--- config.mk ---
export PLATFORM = sky130hd
export DESIGN_NAME = noop_trap_collector
export DESIGN_NICKNAME = d
export VERILOG_FILES = /design/src/rtl/noop_trap_collector.sv
export SDC_FILE = /design/constraint.sdc
export NUM_CORES = 1
export LEC_CHECK = 0
export CORE_UTILIZATION = 45
export DETAILED_ROUTE_END_ITERATION = 7
export GPL_TIMING_DRIVEN = 0
export PLACE_DENSITY_LB_ADDON = 0.1
export SETUP_SLACK_MARGIN = 0.4
export SKIP_CTS_REPAIR_TIMING = 1
export SLEW_MARGIN = 20
export SYNTH_ARGS = -nofsm -noshare
export SYNTH_HDL_FRONTEND = slang
export SYNTH_SLANG_ARGS = --single-unit
--- constraint.sdc ---
create_clock -name clk -period 2.9 [get_ports clk]
set_input_delay 0.435 -clock clk [delete_from_list [all_inputs] [get_ports clk]]
set_output_delay 0.435 -clock clk [all_outputs]
set_load 0.01 [all_outputs]
--- src/rtl/noop_trap_collector.sv ---
// Commit-side cycle/instruction collector for the simulation monitor.
// Reports a NOOP trap or commit deadlock once, then freezes until reset.
module noop_trap_collector #(
    parameter int          COMMIT_W     = 2,
    parameter int          TIMEOUT      = 5000,
    parameter logic [31:0] TIMEOUT_CODE = 32'h0000_0002
) (
    input  logic                  clk,
    input  logic                  rst_n,
    input  logic [COMMIT_W-1:0]   commit_valid,
    input  logic [32*COMMIT_W-1:0] commit_pc,
    input  logic [COMMIT_W-1:0]   commit_is_trap,
    input  logic [31:0]           trap_a0,
    output logic                  isNoopTrap,
    output logic [31:0]           trapCode,
    output logic [31:0]           trapPC,
    output logic [31:0]           cycleCnt,
    output logic [31:0]           instrCnt,
    output logic                  halted
);

    localparam int IDLE_W = (TIMEOUT > 0) ? $clog2(TIMEOUT + 1) : 1;

    typedef enum logic [1:0] {
        RUN    = 2'd0,
        REPORT = 2'd1,
        HALT   = 2'd2
    } state_t;

    state_t state, stateNext;

    logic [31:0]       lastPc, lastPcNext;
    logic [IDLE_W-1:0] idleCnt, idleNext, idleInc;

    logic              isNoopTrapNext, haltedNext;
    logic [31:0]       trapCodeNext, trapPCNext;
    logic [31:0]       cycleNext, instrNext;

    logic                trapSeen;
    logic [COMMIT_W-1:0] countMask;
    logic [31:0]         retireCnt;
    logic [31:0]         youngPc;
    logic [31:0]         trapPcSel;
    logic                anyCommit;
    logic                timeoutHit;

    // Walk slots oldest-first; the first trap closes the window, so
    // everything younger is neither counted nor used for last_pc.
    always_comb begin
        trapSeen  = 1'b0;
        countMask = '0;
        retireCnt = '0;
        youngPc   = lastPc;
        trapPcSel = '0;
        for (int i = 0; i < COMMIT_W; i++) begin
            countMask[i] = commit_valid[i] & ~trapSeen;
            retireCnt    = retireCnt + 32'(countMask[i]);
            if (countMask[i]) begin
                youngPc = commit_pc[32*i +: 32];
            end
            if (countMask[i] && commit_is_trap[i]) begin
                trapSeen  = 1'b1;
                trapPcSel = commit_pc[32*i +: 32];
            end
        end
    end

    assign anyCommit  = |commit_valid;
    assign idleInc    = idleCnt + 1'b1;
    assign timeoutHit = (TIMEOUT != 0) && !anyCommit
                        && (idleInc == IDLE_W'(TIMEOUT));

    always_comb begin
        stateNext      = state;
        isNoopTrapNext = isNoopTrap;
        trapCodeNext   = trapCode;
        trapPCNext     = trapPC;
        cycleNext      = cycleCnt;
        instrNext      = instrCnt;
        haltedNext     = halted;
        lastPcNext     = lastPc;
        idleNext       = idleCnt;
        unique case (state)
            RUN: begin
                cycleNext = cycleCnt + 32'd1;
                instrNext = instrCnt + retireCnt;
                if (anyCommit) begin
                    lastPcNext = youngPc;
                    idleNext   = '0;
                end else if (TIMEOUT != 0) begin
                    idleNext = idleInc;
                end
                if (trapSeen) begin
                    trapCodeNext   = trap_a0;
                    trapPCNext     = trapPcSel;
                    isNoopTrapNext = 1'b1;
                    stateNext      = REPORT;
                end else if (timeoutHit) begin
                    trapCodeNext   = TIMEOUT_CODE;
                    trapPCNext     = lastPc;
                    isNoopTrapNext = 1'b1;
                    stateNext      = REPORT;
                end
            end
            REPORT: begin
                isNoopTrapNext = 1'b0;
                haltedNext     = 1'b1;
                stateNext      = HALT;
            end
            HALT: begin
                stateNext = HALT;
            end
            default: begin
                stateNext = RUN;
            end
        endcase
    end

    always_ff @(posedge clk or negedge rst_n) begin
        if (!rst_n) begin
            state      <= RUN;
            isNoopTrap <= 1'b0;
            trapCode   <= '0;
            trapPC     <= '0;
            cycleCnt   <= '0;
            instrCnt   <= '0;
            halted     <= 1'b0;
            lastPc     <= '0;
            idleCnt    <= '0;
        end else begin
            state      <= stateNext;
            isNoopTrap <= isNoopTrapNext;
            trapCode   <= trapCodeNext;
            trapPC     <= trapPCNext;
            cycleCnt   <= cycleNext;
            instrCnt   <= instrNext;
            halted     <= haltedNext;
            lastPc     <= lastPcNext;
            idleCnt    <= idleNext;
        end
    end

endmodule

==> results.cfg <==
[run_status]
status = finished, violations left
violations = negative hold slack

[timing]
fin_crit_sh_pct = 82.66
final.min_clock_period_ps = 2397
setup_viol = 0
fmax_ghz = 0.4172
fin_worst_skew_ps = 10.36
whs_ps = -4.710
finalMaxSlewViolations = 0
rsz0062_at_grt = no
final.setup.tns_ps = 0
worst_pin_slew_ps = 763.0
hold_violations = 2
relSlewSlack_pct = 49.13

[run]
cap_violations = 0

[yosys]
ys_warn_count = 0
synthArstFlopShare_pct = 100.0
synth_most_common_cell = dfrtp_1
yosysTopAreaCell = dfrtp_1
ys_seq_elements = 177
synth_area_leaders = dfrtp_1 (55%), nand2_1 (6.3%), xnor2_1 (5.5%)
syn-cell-area_mm2 = 0.008084
ys_seq_area_share_pct = 54.79
netlist_top_cells_count = dfrtp_1 (177), nand2_1 (135), xnor2_1 (51)
synthDistinctLibCells = 43
netlist_instances = 739
yosys_most_used_dff = dfrtp_1
syn_avg_cell_area_um2 = 10.94
synth_nets = 847
synth_edf_count = 0
netlist.area_leader.share_pct = 54.79

[floorplan]
die_h_um = 136.0
core_mm2 = 0.01742
die_x_um = 136.0
io_pins = 232
design.die.area_mm2 = 0.01850
num_rows = 48
start_util_pct = 46.42

[cts]
htreeDepth = 4
clk_pin_slew_worst_paths_ps = 70
cts.sinks = 177
cts_tree = built
clock_path_buffers = 2
clk_latency_ps = 420
numCtsBuffers = 17
root_buffer = clkbuf_16

[power_and_ir_drop]
p_seq_share_pct = 48.6
pwr-share-comb_pct = 9.8
power_mw = 5.224
p_sw_mw = 1.257
peakVddDrop_uv = 365.7
switching_share_pct = 24.06
p_int_mw = 3.967
p_leak_nw = 5.184
p_clk_share_pct = 41.6
p_per_area_mw_per_mm2 = 454.3

[setup_path]
cp_max_fo = 5
cpPeakStageDelay_ps = 300
worstPathArrival_ps = 2710
critical_path.endpoint_type = register
r2r_slack_ps = 540
critPathKind = in2reg
worst-path-buf-inv = 4
cp_common_cell = nand4_1
cp_slowest_cell = nor3_4
cp_top_family = simple AND/OR/NAND/NOR gates
crit_required_ps = 3210
path_cells = dlymetal6s2s_1 > a21boi_1 > buf_4 > buf_12 > fa_2 > ha_4 > nand4_1 > nor3_4 > and2_4 > buf_6 > nor2b_4 > nand4_1 > xnor2_1
cp-start-kind = primary input

[detailed_routing]
vias = 6643
drc_errors = 0
drtPass1Iterations = 5
postRouteAntennaNets = 0
wirelength_um = 20450
post_drt_wl_per_cell_um = 16.43
routed_via_density = 5.336
drt_iter0_drc = 404

[grt]
grt_pass1_wl_um = 32430
overflow = 0
grt_max_degree = 94
grt_pass1_vias = 6357
grt_usage_pct = 22.48
antenna_found_initial = 0

[layout]
fin_cells = 1245
post-route-util_pct = 66.03
stdcell_area_mm2 = 0.01150
nNetsFinal = 1115
syn2layout_area_growth_pct = 42.25
drive_gt1_share_pct = 11.37
diodes = 0
fillers = 1417

[placed_design]
place.detailed.hpwl_um = 14430
postPlaceCellArea_mm2 = 0.01073
dpl.cell_count = 1196
io_buffers = 231
gp_congestion = 0.7865

[min_path]
min_path_type = in2async
path summary, 6_finish.rpt:
| check | start | endpoint | cells after the start |
|---|---|---|---|
| worst max-delay path | commit_valid[0] | instrCnt[30] | 13 |
| worst min-delay path | rst_n | cycleCnt[13] | 1 |
| worst max register to register | idleCnt[2] | trapPC[4] | 8 |
| worst min register to register | halted | halted | 1 |
| max in group asynchronous | rst_n | trapPC[19] | 2 |
| min in group clk | halted | halted | 1 |
cells by family after synthesis:
kind of cell             count (synthesis)  share of synthesized area, %
multiplexers                            70                         9.209
flip-flops                             177                         54.79
AO/OA/AOI/OAI                          130                         11.36
AND/OR/NAND/NOR                        245                         14.04
buffers and inverters                   46                         2.538
adder cells (fa/ha/maj)                  6                         1.022
XOR/XNOR                                65                         7.042
sequential cells by signal, indices dropped and copies added, names as in the netlist:
name        flops
cycleCnt       32
instrCnt       32
lastPc         32
trapCode       32
trapPC         32
idleCnt        13
state           2
halted          1
isNoopTrap      1
worst register-to-register path: cells and delay by family, from the launching register on:
kind,cells,cell delay (ps)
compound gates,3,640
mux,2,540
buf+inv,2,450
flops,1,440
simple gates,1,170
per-stage QoR:
step           setup slack [ps]  hold slack [ps]
5_1_grt                   416.5            29.77
3_3_place_gp              -6077            454.3
2_1_floorplan             416.1            139.4
6_report                  502.9           -4.710
3_5_place_dp             -636.9            448.6
4_1_cts                  -265.3            15.60
area by class of cell:
class / count / area, um^2 / area share (%)
buffer: 38 / 209.0 / 1.817
clock buffer: 19 / 452.9 / 3.939
clock inverter: 13 / 105.1 / 0.9139
inverter: 8 / 30.03 / 0.2611
multi-input combinational: 516 / 3500 / 30.43
sequential: 177 / 4429 / 38.52
tap: 225 / 281.5 / 2.448
timing repair buffer: 249 / 2492 / 21.67
metal layers:
metal	part of all wire (%)	track usage (%)	up-vias
met2	48	36.21	216
met5	0	0	-
met3	7.0	7.644	19
li1	-	-	3149
met1	44	28.80	3259
met4	1.2	5.864	0
cells in the final DEF (no fill, tap or decap), drive strengths merged, types with 12 or more instances in the layout:
cell	count
xnor2	51
clkbuf	44
nor2	28
nand3	21
o21ai	43
inv	12
mux2	35
a22oi	32
mux2i	35
dfrtp	177
buf	32
nand4	20
a22o	34
and3	12
xor2	14
nand2	135
clkdlybuf4s50	227
power by group through the flow:
stage                     Sequential (mW)  Clock (mW)  Combinational, mW
after floorplan                      2.61           0              0.138
after global placement               2.59           0              0.492
after detailed placement             2.58           0              0.501
after CTS                            2.54        2.23              0.502
after global routing                 2.54        2.32              0.555
final                                2.54        2.17              0.512
No activity file was read; power rests on OpenSTA's default activity.
